$ cat src/rtl/sdram_cmd_ctrl.sv
// sdram_cmd_ctrl: single-outstanding-request SDRAM command sequencer.
// Each host request runs ACTIVATE -> READ/WRITE -> NOP wait -> completion pulse.
// All SDRAM pins and host-facing outputs come straight from flops. The flops are
// loaded from the next state, so the pins always show the command of the current state.
// Optional feature: define SDRAM_ROW_HIT_EN to remember the last activated {bank,row}.
// A request that matches it skips ACTIVATE.

module sdram_cmd_ctrl #(
  parameter int unsigned DATA_WIDTH = 16,
  parameter int unsigned ROW_BITS   = 11,
  parameter int unsigned COL_BITS   = 8
) (
  input  logic                  clk,
  input  logic                  rst_n,
  input  logic                  req_valid,
  output logic                  req_ready,
  input  logic                  req_we,
  input  logic [1:0]            req_bank,
  input  logic [ROW_BITS-1:0]   req_row,
  input  logic [COL_BITS-1:0]   req_col,
  input  logic [DATA_WIDTH-1:0] req_wdata,
  output logic                  rsp_valid,
  output logic [DATA_WIDTH-1:0] rsp_rdata,
  output logic                  cs_n,
  output logic                  ras_n,
  output logic                  cas_n,
  output logic                  we_n,
  output logic [ROW_BITS-1:0]   sdram_addr,
  output logic [1:0]            bank_select,
  output logic [DATA_WIDTH-1:0] dq_in,
  input  logic [DATA_WIDTH-1:0] dq_out
);

  // {cs_n, ras_n, cas_n, we_n}
  localparam logic [3:0] CmdDeselect = 4'b1111;
  localparam logic [3:0] CmdNop      = 4'b0111;
  localparam logic [3:0] CmdActivate = 4'b0011;
  localparam logic [3:0] CmdRead     = 4'b0101;
  localparam logic [3:0] CmdWrite    = 4'b0100;

  typedef enum logic [2:0] {StIdle, StAct, StCmd, StWait, StDone} state_e;

  state_e                state_q, state_d;
  logic [1:0]            cnt_q, cnt_d;
  logic                  lat_we_q, lat_we_d;
  logic [1:0]            lat_bank_q, lat_bank_d;
  logic [ROW_BITS-1:0]   lat_row_q, lat_row_d;
  logic [COL_BITS-1:0]   lat_col_q, lat_col_d;
  logic [DATA_WIDTH-1:0] lat_wdata_q, lat_wdata_d;

  logic [3:0]            cmd_q, cmd_d;
  logic [ROW_BITS-1:0]   addr_q, addr_d;
  logic [1:0]            bank_q, bank_d;
  logic [DATA_WIDTH-1:0] dq_in_q, dq_in_d;
  logic                  rsp_valid_q, rsp_valid_d;
  logic [DATA_WIDTH-1:0] rdata_q, rdata_d;
  logic                  ready_q, ready_d;

  logic                  accept;

  assign accept = (state_q == StIdle) && req_valid && ready_q;

`ifdef SDRAM_ROW_HIT_EN
  logic                rec_valid_q, rec_valid_d;
  logic [1:0]          rec_bank_q, rec_bank_d;
  logic [ROW_BITS-1:0] rec_row_q, rec_row_d;
  logic                row_hit;

  assign row_hit = rec_valid_q && (rec_bank_q == req_bank) && (rec_row_q == req_row);

  // Open-row record; only cleared by reset, refreshed on every ACTIVATE
  always_ff @(posedge clk or negedge rst_n) begin
    if (!rst_n) begin
      rec_valid_q <= 1'b0;
      rec_bank_q  <= '0;
      rec_row_q   <= '0;
    end else begin
      rec_valid_q <= rec_valid_d;
      rec_bank_q  <= rec_bank_d;
      rec_row_q   <= rec_row_d;
    end
  end
`endif

  // State register plus latched request and wait counter
  always_ff @(posedge clk or negedge rst_n) begin
    if (!rst_n) begin
      state_q     <= StIdle;
      cnt_q       <= '0;
      lat_we_q    <= 1'b0;
      lat_bank_q  <= '0;
      lat_row_q   <= '0;
      lat_col_q   <= '0;
      lat_wdata_q <= '0;
    end else begin
      state_q     <= state_d;
      cnt_q       <= cnt_d;
      lat_we_q    <= lat_we_d;
      lat_bank_q  <= lat_bank_d;
      lat_row_q   <= lat_row_d;
      lat_col_q   <= lat_col_d;
      lat_wdata_q <= lat_wdata_d;
    end
  end

  // Next-state logic: request capture, sequencing and NOP wait count
  always_comb begin
    state_d     = state_q;
    cnt_d       = cnt_q;
    lat_we_d    = lat_we_q;
    lat_bank_d  = lat_bank_q;
    lat_row_d   = lat_row_q;
    lat_col_d   = lat_col_q;
    lat_wdata_d = lat_wdata_q;
`ifdef SDRAM_ROW_HIT_EN
    rec_valid_d = rec_valid_q;
    rec_bank_d  = rec_bank_q;
    rec_row_d   = rec_row_q;
`endif
    unique case (state_q)
      StIdle: begin
        if (accept) begin
          lat_we_d    = req_we;
          lat_bank_d  = req_bank;
          lat_row_d   = req_row;
          lat_col_d   = req_col;
          lat_wdata_d = req_wdata;
`ifdef SDRAM_ROW_HIT_EN
          if (row_hit) begin
            state_d = StCmd;
          end else begin
            state_d     = StAct;
            rec_valid_d = 1'b1;
            rec_bank_d  = req_bank;
            rec_row_d   = req_row;
          end
`else
          state_d = StAct;
`endif
        end
      end
      StAct: state_d = StCmd;
      StCmd: begin
        // Counter value is the number of extra WAIT cycles after the first one
        cnt_d   = lat_we_q ? 2'd2 : 2'd1;
        state_d = StWait;
      end
      StWait: begin
        if (cnt_q == 2'd0) begin
          state_d = StDone;
        end else begin
          cnt_d = cnt_q - 2'd1;
        end
      end
      StDone:  state_d = StIdle;
      default: state_d = StIdle;
    endcase
  end

  // Output next values, decoded from the state being entered
  always_comb begin
    cmd_d       = CmdDeselect;
    addr_d      = addr_q;
    bank_d      = bank_q;
    dq_in_d     = dq_in_q;
    rsp_valid_d = 1'b0;
    rdata_d     = rdata_q;
    ready_d     = 1'b0;
    unique case (state_d)
      StIdle: begin
        ready_d = 1'b1;
      end
      StAct: begin
        cmd_d  = CmdActivate;
        addr_d = lat_row_d;
        bank_d = lat_bank_d;
      end
      StCmd: begin
        cmd_d   = lat_we_d ? CmdWrite : CmdRead;
        addr_d  = ROW_BITS'(lat_col_d);
        bank_d  = lat_bank_d;
        dq_in_d = lat_wdata_d;
      end
      StWait: begin
        cmd_d = CmdNop;
      end
      StDone: begin
        rsp_valid_d = 1'b1;
        // Read data is captured on the edge that leaves the last WAIT cycle
        if (!lat_we_q) begin
          rdata_d = dq_out;
        end
      end
      default: cmd_d = CmdDeselect;
    endcase
  end

  // Output registers: no combinational path from host inputs to any pin
  always_ff @(posedge clk or negedge rst_n) begin
    if (!rst_n) begin
      cmd_q       <= CmdDeselect;
      addr_q      <= '0;
      bank_q      <= '0;
      dq_in_q     <= '0;
      rsp_valid_q <= 1'b0;
      rdata_q     <= '0;
      ready_q     <= 1'b0;
    end else begin
      cmd_q       <= cmd_d;
      addr_q      <= addr_d;
      bank_q      <= bank_d;
      dq_in_q     <= dq_in_d;
      rsp_valid_q <= rsp_valid_d;
      rdata_q     <= rdata_d;
      ready_q     <= ready_d;
    end
  end

  assign {cs_n, ras_n, cas_n, we_n} = cmd_q;
  assign sdram_addr  = addr_q;
  assign bank_select = bank_q;
  assign dq_in       = dq_in_q;
  assign rsp_valid   = rsp_valid_q;
  assign rsp_rdata   = rdata_q;
  assign req_ready   = ready_q;

endmodule

$ cat config.mk
export PLATFORM = sky130hd
export DESIGN_NAME = sdram_cmd_ctrl
export DESIGN_NICKNAME = d
export VERILOG_FILES = /design/src/rtl/sdram_cmd_ctrl.sv
export SDC_FILE = /design/constraint.sdc
export NUM_CORES = 1
export LEC_CHECK = 0
export ABC_AREA = 0
export BUFFER_PORTS_ARGS = -buffer_cell sky130_fd_sc_hd__buf_2
export CORE_ASPECT_RATIO = 0.7
export CORE_MARGIN = 2
export CORE_UTILIZATION = 50
export CTS_BUF_LIST = sky130_fd_sc_hd__clkbuf_16
export DETAILED_ROUTE_END_ITERATION = 7
export GPL_TIMING_DRIVEN = 0
export PLACE_DENSITY = 0.76
export SETUP_SLACK_MARGIN = 0.4
export SYNTH_ARGS = -nofsm -noshare
export SYNTH_HDL_FRONTEND = slang
export SYNTH_SLANG_ARGS = --single-unit
$ cat constraint.sdc
create_clock -name clk -period 1.8 [get_ports clk]
set_input_delay 0.09 -clock clk [delete_from_list [all_inputs] [get_ports clk]]
set_output_delay 0.09 -clock clk [all_outputs]
set_load 0.03 [all_outputs]
Yosys cells after proc, flatten, opt, wreduce, memory -nomap -nowiden
Cells that the tools add are included.
{"block": "word_totals", "reg_bits": 94, "in_bits": 57, "out_inout_bits": 51, "wordCells": 55}
{"block": "classes", "add_sub_neg": 1, "eq_ne": 8, "mux": 21, "bitwise_logic": 1, "reduce_logical": 10}
{"cell": "$mux 16", "n": 2}
{"cell": "$mux 11", "n": 2}
{"cell": "$pmux 11 s2", "n": 1}
{"cell": "$mux 8", "n": 2}
{"cell": "$eq 3x2->1 const B", "n": 4}
{"cell": "$pmux 3 s4", "n": 1}
{"cell": "$pmux 4 s3", "n": 1}
{"cell": "$mux 2", "n": 4}
{"cell": "$eq 3x1->1 const B", "n": 2}
{"cell": "$logic_not 3->1", "n": 2}
{"cell": "$mux 3", "n": 2}
{"cell": "$mux 1", "n": 5}
{"cell": "$pmux 2 s2", "n": 1}
{"cell": "$reduce_and 2->1", "n": 2}
{"cell": "$reduce_bool 2->1", "n": 2}
{"cell": "$eq 3x3->1 const B", "n": 1}
{"cell": "$logic_and 1x1->1", "n": 2}
{"cell": "$logic_not 2->1", "n": 1}
{"cell": "$ne 2x2->1 const B", "n": 1}
{"cell": "$reduce_or 2->1", "n": 1}
{"cell": "$sub 2x1->2 const B", "n": 1}
{"cell": "$not 1->1", "n": 1}

Depth between registers and ports, before layout
Gate-level depths: netlist of run 1.
{"block": "logic_depth", "ltp_word": 7, "ltp_mapped": 6, "mapped_depth_nobuf": 5}

Worst setup path after synthesis of run 1
No wires, ideal clock.
{"block": "synth_timing", "kind": "register -> register", "start": "register cnt_q[0]", "end": "register rdata_q[10], in the netlist rsp_rdata[10]", "setup_time_ns": 0.125, "arrival_time_ns": 1.560, "t_required_ns": 1.675, "setup_slack_ns": 0.114, "path_stages_with_launch": 7, "path_cell_list": "dfrtp_1 inv_1 ha_1 nand2_1 nor3_4 buf_12 mux2_4"}
{"block": "synth_between", "elab_chain_cells": 5}
{"element": "from (decl)", "line": "44", "text": "logic [1:0] cnt_q, cnt_d;"}
{"element": "from (signal assigned)", "line": "97", "text": "cnt_q <= cnt_d;"}
{"element": "$logic_not 2->1", "line": "149", "text": "if (cnt_q == 2'd0) begin"}
{"element": "$mux 3", "line": "149"}
{"element": "$pmux 3 s4", "line": "120", "text": "unique case (state_q)"}
{"element": "$eq 3x3->1", "line": "169", "text": "unique case (state_d)"}
{"element": "$reduce_and 2->1 (no source line)"}
{"element": "to (signal assigned)", "line": "214", "text": "rdata_q <= rdata_d;"}
{"element": "to (decl)", "line": "56", "text": "logic [DATA_WIDTH-1:0] rdata_q, rdata_d;"}
Every way passes these cells.
A chain may end at the register's enable or synchronous reset.

Worst setup path in the final report of run 1
{"block": "layout_timing", "start": "register state_q[0]", "end": "register lat_col_q[3]"}
{"block": "layout_between", "elab_chain_cells": 5}
{"element": "from (decl)", "line": "43", "text": "state_e state_q, state_d;"}
{"element": "from (signal assigned)", "line": "88", "text": "state_q <= StIdle;"}
{"element": "from (signal assigned)", "line": "96", "text": "state_q <= state_d;"}
{"element": "$logic_not 3->1 (*)", "line": "61, 120"}
{"element": "$logic_and 1x1->1 (2 in a row)", "line": "61", "text": "assign accept = (state_q == StIdle) && req_valid && ready_q;"}
{"element": "$mux 8", "line": "122", "text": "if (accept) begin"}
{"element": "$mux 8 (*)", "line": "120"}
{"element": "named net lat_col_d[3]", "line": "48", "text": "logic [COL_BITS-1:0] lat_col_q, lat_col_d;"}
{"element": "to (signal assigned)", "line": "101", "text": "lat_col_q <= lat_col_d;"}
{"element": "to (decl)", "line": "48"}
Mark *: on every way through the listed nets, which the timed path passes. The rest lies on a longest branch.

==> results.sh, run 1 <==
export IMPL_setup_tns_ps=0
export IMPL_core_sq_um=6340
export IMPL_nFillCells=272
export IMPL_slew_viol_final=0
export IMPL_port_buffer_count=107
export IMPL_grt_overflow_total=0
export IMPL_synthArstFlopShare_pct=100
export IMPL_syn_nets=270
export IMPL_ir_worst_vdd_mv=1.20
export IMPL_fp_row_count=24
export IMPL_p_leak_uw=0.00274
export IMPL_postSynthCellCount=212
export IMPL_startpoint_type="flip-flop"
export IMPL_ys_ff_latch=83
export IMPL_via_per_inst=5.12
export IMPL_grt_pass1_vias=2686
export IMPL_period_needed_ps=1610
export IMPL_p_sw_uw=3910
export IMPL_wire_per_inst_um=19.5
export IMPL_root_buffer="clkbuf_16"
export IMPL_grt_pass1_wl_mm=14.0
export IMPL_grt_use_total_pct=25.4
export IMPL_die_w_um=102
export IMPL_crit_type="flip-flop to flip-flop"
export IMPL_drt_first_iter_violations=99
export IMPL_yosysUniqueCellTypes=34
export IMPL_hold_worst_slack_ps=14.1
export IMPL_drv_cap=0
export IMPL_stdcell_count=511
export IMPL_critPathRequiredTime_ps=2020
export IMPL_start_util_pct=52.7
export IMPL_setup_slack_ps=186
export IMPL_synth_top_flop_cell="dfrtp_1"
export IMPL_seq_area_sq_um=2080
export IMPL_cts_buffer_depth=2
export IMPL_dieArea_sq_um=7360
export IMPL_yosysSeqAreaShare_pct=62.4
export IMPL_grt_max_degree=68
export IMPL_cp_max_fo=5
export IMPL_multi_input_area_sq_um=1400
export IMPL_combPwrFrac_pct=49.9
export IMPL_antenna_found_initial=0
export IMPL_arrival_ps=1830
export IMPL_min_path_type="input pin to flip-flop"
export IMPL_rsz0062_at_grt="yes"
export IMPL_avgSynthCellArea_sq_um=15.7
export IMPL_yosys_warnings=0
export IMPL_wl_mm=9.97
export IMPL_fmax_mhz=620
export IMPL_routabilityCongestion=0.766
export IMPL_synth_area_sq_um=3340
export IMPL_ios=108
export IMPL_clk_pin_slew_worst_paths_ps=60
export IMPL_clkPwrFrac_pct=18.4
export IMPL_cellInternalPower_uw=6700
export IMPL_postRouteAntennaNets=0
export IMPL_clkSinkCount=83
export IMPL_worst_pin_slew_ps=531
export IMPL_antenna_cells=0
export IMPL_status="complete, no violations"
export IMPL_finalCoreUtilization_pct=89.2
export IMPL_synth_edf_count=0
export IMPL_setup_viol_count_final=0
export IMPL_numCtsBuffers=9
export IMPL_powerDensity_nw_per_um2=1880
export IMPL_place_ws_ps=-17.9
export IMPL_die_h_um=72.4
export IMPL_skew_ps=6.81
export IMPL_finalNetCount=473
export IMPL_hold_violations=0
export IMPL_pwr_share_seq_pct=31.7
export IMPL_area_growth_pct=69.4
export IMPL_period_share_pct=89.6
export IMPL_drive_gt1_share_pct=64.0
export IMPL_critPathCaptureType="flip-flop"
export IMPL_p_sw_share_pct=36.9
export IMPL_dp_cells=411
export IMPL_hpwl_mm=4.91
export IMPL_final_common_cell="buf_2"
export IMPL_layout_common_cells="buf_2, dfrtp_1, mux2_4, dlygate4sd3_1, buf_4"
export IMPL_num_vias=2616
export IMPL_drc_errors=0
export IMPL_clk_insertion_delay_late_ps=340
export IMPL_max_slew_margin_rel_pct=64.6
export IMPL_first_pass_iters=4
export IMPL_htree_levels=3
export IMPL_cts_tree="built"
routing by layer:
metal,up-vias,track usage [%],part of all wire [%]
met5,-,0,0
met4,0,5.86,0.99
met3,11,7.71,6.6
met2,110,41.8,48
met1,1319,33.5,45
li1,1176,-,-
cell usage after synthesis, types with 3 or more instances:
cell | number | share of area (%)
nand2_1 | 4 | 0.45
buf_4 | 6 | 1.3
o21bai_1 | 10 | 2.2
nor2_1 | 4 | 0.45
a22o_1 | 3 | 0.79
dfstp_2 | 4 | 3.1
mux2_2 | 49 | 17
mux2_4 | 10 | 4.5
inv_1 | 4 | 0.45
dfrtp_1 | 79 | 59
o221a_2 | 10 | 3.4
critical path, stage by stage, from the launching register on:
cell	delay (ps)
dfrtp_1	430
nor4_4	310
buf_6	190
buf_12	130
buf_8	130
mux2_4	300
sequential cells by signal, summed over array words and instances (netlist names), 2 cells and up:
| signal | flops |
|---|---|
| bank_select | 2 |
| rsp_rdata | 16 |
| cmd_q | 4 |
| sdram_addr | 11 |
| dq_in | 16 |
| state_q | 3 |
| lat_wdata_q | 16 |
| cnt_q | 2 |
| lat_bank_q | 2 |
| lat_col_q | 8 |
through the flow:
stage	cell area (sq um)	total power, uW
floorplan	3540	6410
global placement	4190	7330
detailed placement	4220	7480
CTS	5370	9990
global route	5650	11100
finish	5650	10600
power by group through the flow:
| stage | Clock (uW) | Sequential (uW) | Combinational [uW] |
|---|---|---|---|
| floorplan | 0 | 4280 | 2140 |
| global placement | 0 | 3240 | 4080 |
| detailed placement | 0 | 3300 | 4180 |
| CTS | 1970 | 3300 | 4720 |
| global route | 2050 | 3440 | 5570 |
| finish | 1950 | 3360 | 5300 |
final cells by class:
class	instances	share of cell area, %
sequential	83	36.8
timing repair buffer	192	26.8
multi-input combinational	111	24.8
clock buffer	9	3.98
buffer	13	3.43
tap	91	2.01
clock inverter	7	1.64
inverter	5	0.465
timing repair:
item | 4_1_cts | 5_1_grt
hold buffers | 43 | 0
setup endpoints to repair | 66 | 74
resized for setup | 41 | 14
hold endpoints to repair | 123 | 0
buffers inserted | 16 | 19
pin swaps | 10 | 6
cloned | 4 | 2
worst paths after layout:
check                                from        endpoint  slack [ps]  depth (start not counted)
max in group asynchronous           rst_n        cmd_q[3]        1020                          3
hold reg to reg            sdram_addr[10]  sdram_addr[10]         500                          1
min in group asynchronous           rst_n  sdram_addr[10]         170                          2
setup / recovery               state_q[0]    lat_col_q[3]         190                          5
setup reg to reg               state_q[0]    lat_col_q[3]         190                          5
hold / removal                  dq_out[2]    rsp_rdata[2]          10                          2
kinds of logic (layout without fill, tap and decap cells):
kind of cell	after synthesis	count (layout)	share of synthesized area, %
compound gates	32	32	8.47
fa+ha+maj	1	1	0.375
buf+inv	18	226	3.71
flops	83	83	62.4
mux	60	60	21.3
simple gates	18	18	3.75
Power figures use the tool's default switching activity.
==> inputs of run 2 (changes only) <==
CORE_UTILIZATION = 35   (was 50)
PLACE_DENSITY = 0.56   (was 0.76)
==> results.sh, run 2 (synthesis results as in run 1) <==
export IMPL_status="complete, no violations"
export IMPL_num_vias=2451
export IMPL_hpwl_mm=5.17
export IMPL_root_buffer="clkbuf_16"
export IMPL_cp_max_fo=8
export IMPL_final_common_cell="buf_2"
export IMPL_whs_path_depth=2
export IMPL_finalNetCount=471
export IMPL_reg2reg_to="rsp_rdata[7]"
export IMPL_clkPwrFrac_pct=18.7
export IMPL_dieArea_sq_um=10300
export IMPL_p_leak_uw=0.00273
export IMPL_hold_start="req_bank[1]"
export IMPL_holdPathEnd="lat_bank_q[1]"
export IMPL_rr_worst_depth=7
export IMPL_p_sw_uw=3660
export IMPL_critPathCaptureType="flip-flop"
export IMPL_critPathRequiredTime_ps=2020
export IMPL_numCtsBuffers=9
export IMPL_setup_slack_ps=175
export IMPL_start_util_pct=36.4
export IMPL_clk_insertion_delay_late_ps=330
export IMPL_slew_viol_final=0
export IMPL_via_per_inst=4.52
export IMPL_antenna_cells=0
export IMPL_cts_tree="built"
export IMPL_max_slew_margin_rel_pct=73.5
export IMPL_drc_errors=0
export IMPL_cts_buffer_depth=2
export IMPL_combPwrFrac_pct=49.2
export IMPL_port_buffer_count=107
export IMPL_period_share_pct=90.3
export IMPL_worst_pin_slew_ps=398
export IMPL_crit_type="flip-flop to flip-flop"
export IMPL_setup_tns_ps=0
export IMPL_pwr_share_seq_pct=32.1
export IMPL_ios=108
export IMPL_drive_gt1_share_pct=63.2
export IMPL_clkSinkCount=83
export IMPL_drt_first_iter_violations=83
export IMPL_skew_ps=5.44
export IMPL_grt_pass1_vias=2659
export IMPL_postRouteAntennaNets=0
export IMPL_routabilityCongestion=0.667
export IMPL_r2r_setup_slack_ps=170
export IMPL_layout_common_cells="buf_2, dfrtp_1, dlygate4sd3_1"
export IMPL_setup_viol_count_final=0
export IMPL_p_sw_share_pct=35.7
export IMPL_first_pass_iters=4
export IMPL_wire_per_inst_um=16.1
export IMPL_drv_cap=0
export IMPL_area_growth_pct=69.6
export IMPL_rsz0062_at_grt="yes"
export IMPL_fp_row_count=29
export IMPL_grt_use_total_pct=17.8
export IMPL_die_w_um=121
export IMPL_grt_max_degree=56
export IMPL_reg2reg_from="cnt_q[0]"
export IMPL_ir_worst_vdd_mv=1.06
export IMPL_die_h_um=85.7
export IMPL_startpoint_type="flip-flop"
export IMPL_arrival_ps=1840
export IMPL_htree_levels=3
export IMPL_core_sq_um=9180
export IMPL_clk_pin_slew_worst_paths_ps=60
export IMPL_grt_pass1_wl_mm=13.9
export IMPL_fmax_mhz=615
export IMPL_grt_overflow_total=0
export IMPL_cellInternalPower_uw=6570
export IMPL_antenna_found_initial=0
export IMPL_place_ws_ps=17.4
export IMPL_period_needed_ps=1630
export IMPL_powerDensity_nw_per_um2=1810
export IMPL_wl_mm=8.73
export IMPL_min_path_type="input pin to flip-flop"
export IMPL_hold_violations=0
[run 2: cell types whose count changed in the layout (fill, tap and decap cells not counted), moves of 2 or more]
cell | previous run | this run
clkbuf_8 | 1 | 3
buf_8 | 6 | 3
dlygate4sd3_1 | 43 | 45
inv_1 | 3 | 5
[run 2: worst max-delay path, stage by stage, from the launching register on]
cell	delay, ps
dfrtp_1	390
inv_2	90
ha_4	170
nand2_4	70
nor3_4	200
buf_12	160
clkbuf_16	140
mux2_4	290
[run 2: layer usage]
metal | vias up | part of all wire, % | global-route usage, %
li1 | 1176 | - | -
met1 | 1195 | 48 | 23.7
met2 | 72 | 46 | 28.4
met3 | 8 | 5.5 | 5.78
met4 | 0 | 1.1 | 4.44
met5 | - | 0 | 0
[run 2: repair_timing]
item,CTS,global route
pin swaps,11,4
hold buffers,45,0
setup endpoints to repair,67,75
cloned,4,2
setup buffers,20,11
gates resized for setup,39,16
endpoints found under the hold margin,72,0
[run 2: power groups by stage]
| stage | clock network [uW] | logic (uW) | registers, uW |
|---|---|---|---|
| after floorplan | 0 | 2140 | 4280 |
| after global placement | 0 | 4140 | 3250 |
| after detailed placement | 0 | 4210 | 3290 |
| after CTS | 1970 | 4730 | 3280 |
| after global routing | 2050 | 5350 | 3400 |
| final | 1910 | 5030 | 3280 |
[run 2: how the worst max path moves through the flow]
stage / start / to / slack (ps)
floorplan: state_q[2] / rsp_rdata[10] / 190
global placement: rst_n / req_ready / -210
detailed placement: cnt_q[0] / rsp_rdata[5] / 20
CTS: state_q[2] / rsp_rdata[5] / 160
global route: cnt_q[0] / rsp_rdata[12] / 110
finish: cnt_q[0] / rsp_rdata[7] / 170
[run 2: final cells by class]
type | instances | area (sq um)
clock inverters | 7 | 86.3
flip-flops and latches | 83 | 2080
inverters | 5 | 26.3
fillers | 706 | 3520
repair buffers | 190 | 1480
clock buffers | 9 | 225
multi-input cells | 111 | 1400
well taps | 124 | 155
plain buffers | 13 | 203
[run 2: per-stage QoR]
stage | instance area [sq um] | util, % | hold WS, ps | total power (uW) | std cells
final | 5660 | 61.7 | 24.3 | 10200 | 542
after global routing | 5660 | 61.7 | 9.70 | 10800 | 542
after CTS | 5460 | 59.4 | 7.62 | 9980 | 529
after detailed placement | 4270 | 46.5 | 55.3 | 7500 | 444
after global placement | 4240 | 46.1 | 317 | 7390 | 443
after floorplan | 3540 | - | -206 | 6410 | 212
==> inputs of run 3 (changes only) <==
CORE_MARGIN = default   (was 2)
==> results.sh, run 3 (synthesis results as in run 1) <==
export IMPL_grt_use_total_pct=17.3
export IMPL_period_share_pct=90.7
export IMPL_core_sq_um=9140
export IMPL_clkSinkCount=83
export IMPL_setup_tns_ps=0
export IMPL_htree_levels=3
export IMPL_hpwl_mm=4.99
export IMPL_rsz0062_at_grt="yes"
export IMPL_min_path_type="input pin to flip-flop"
export IMPL_drt_first_iter_violations=55
export IMPL_slew_viol_final=0
export IMPL_skew_ps=3.51
export IMPL_p_leak_uw=0.00267
export IMPL_ios=108
export IMPL_drc_errors=0
export IMPL_area_growth_pct=65.6
export IMPL_finalCoreUtilization_pct=60.5
export IMPL_dieArea_sq_um=9940
export IMPL_die_h_um=83.7
export IMPL_cpMaxStageDelayCell="dfrtp_1"
export IMPL_period_needed_ps=1630
export IMPL_worst_pin_slew_ps=534
export IMPL_placed_cell_area_sq_um=4270
export IMPL_status="complete, no violations"
export IMPL_via_per_inst=4.55
export IMPL_setup_viol_count_final=0
export IMPL_root_buffer="clkbuf_16"
export IMPL_start_util_pct=36.5
export IMPL_clk_pin_slew_worst_paths_ps=60
export IMPL_crit_type="flip-flop to flip-flop"
export IMPL_numCtsBuffers=9
export IMPL_layout_common_cells="buf_2, dfrtp_1, mux2_4, dlygate4sd3_1, buf_4"
export IMPL_grt_pass1_wl_mm=13.1
export IMPL_crit_family="flip-flops"
export IMPL_slowest_delay_ps=400
export IMPL_hold_violations=0
export IMPL_antenna_cells=0
export IMPL_critPathRequiredTime_ps=2020
export IMPL_ir_worst_vdd_mv=0.877
export IMPL_fp_row_count=29
export IMPL_crit_chain="inv_2, ha_4, nand2_4, nor3_4, buf_12, clkbuf_16, mux2_4"
export IMPL_finalInstanceArea_sq_um=5530
export IMPL_num_vias=2446
export IMPL_grt_overflow_total=0
export IMPL_cts_buffer_depth=2
export IMPL_cp_num_buf_inv=3
export IMPL_critPathCaptureType="flip-flop"
export IMPL_die_w_um=119
export IMPL_arrival_ps=1850
export IMPL_wire_per_inst_um=15.3
export IMPL_drv_cap=0
export IMPL_first_pass_iters=4
export IMPL_antenna_found_initial=0
export IMPL_routabilityCongestion=0.675
export IMPL_powerDensity_nw_per_um2=1800
export IMPL_port_buffer_count=107
export IMPL_drive_gt1_share_pct=63.3
export IMPL_max_slew_margin_rel_pct=64.4
export IMPL_grt_max_degree=67
export IMPL_cp_max_fo=8
export IMPL_finalNetCount=467
export IMPL_fmax_mhz=613
export IMPL_final_common_cell="buf_2"
export IMPL_wl_mm=8.22
export IMPL_cts_tree="built"
export IMPL_hold_worst_slack_ps=25.8
export IMPL_grt_pass1_vias=2609
export IMPL_startpoint_type="flip-flop"
export IMPL_clk_insertion_delay_late_ps=330
export IMPL_postRouteAntennaNets=0
export IMPL_nFillCells=745
## run 3: metal layers
metal	GRT usage [%]	part of all wire (%)	up-vias	wire [um]
li1	-	-	1163	-
met1	22.7	48	1196	3920
met2	27.1	45	78	3710
met3	5.94	6.1	9	499
met4	5.18	1.1	0	87
met5	0	0	-	0
## run 3: worst paths after layout
kind	from	to	slack (ps)	cells after the start
worst min-delay path	req_col[0]	lat_col_q[0]	30	2
worst max-delay path	cnt_q[0]	rsp_rdata[9]	170	7
worst min register to register	dq_in[2]	dq_in[2]	500	1
min in group asynchronous	rst_n	sdram_addr[4]	180	2
worst max register to register	cnt_q[0]	rsp_rdata[9]	170	7
max in group asynchronous	rst_n	cmd_q[3]	970	3
## run 3: where the power goes
part / switching (uW) / internal (uW)
clock: 694 / 1060
sequential: 492 / 2790
combinational: 2380 / 2530
## run 3: cell type report
class | count | area, sq um | area share, %
flip-flops and latches | 83 | 2080 | 37.7
clock buffers | 9 | 225 | 4.07
clock inverters | 7 | 60.1 | 1.09
repair buffers | 186 | 1410 | 25.4
inverters | 5 | 26.3 | 0.475
well taps | 124 | 155 | 2.81
multi-input cells | 111 | 1390 | 25.2
plain buffers | 13 | 180 | 3.26
## run 3: metrics by stage
step / total power [uW] / std cells / worst slack (ps)
after floorplan: 6410 / 212 / 190
after global placement: 7380 / 443 / -228
after detailed placement: 7470 / 444 / -14.1
after CTS: 9640 / 520 / 153
after global routing: 10500 / 538 / 110
final: 9930 / 538 / 168
## run 3: worst reg2reg max path, stage by stage (launching register included)
cell,delay [ps]
dfrtp_1,400
inv_2,90
ha_4,160
nand2_4,70
nor3_4,200
buf_12,160
clkbuf_16,150
mux2_4,290
## run 3: repair_timing
| item | CTS | global route |
|---|---|---|
| endpoints found under the hold margin | 123 | 0 |
| setup endpoints to repair | 67 | 75 |
| pin swaps | 7 | 4 |
| buffers inserted | 13 | 17 |
| gates cloned | 3 | 1 |
| gates resized for setup | 33 | 16 |
| hold buffers | 44 | 0 |
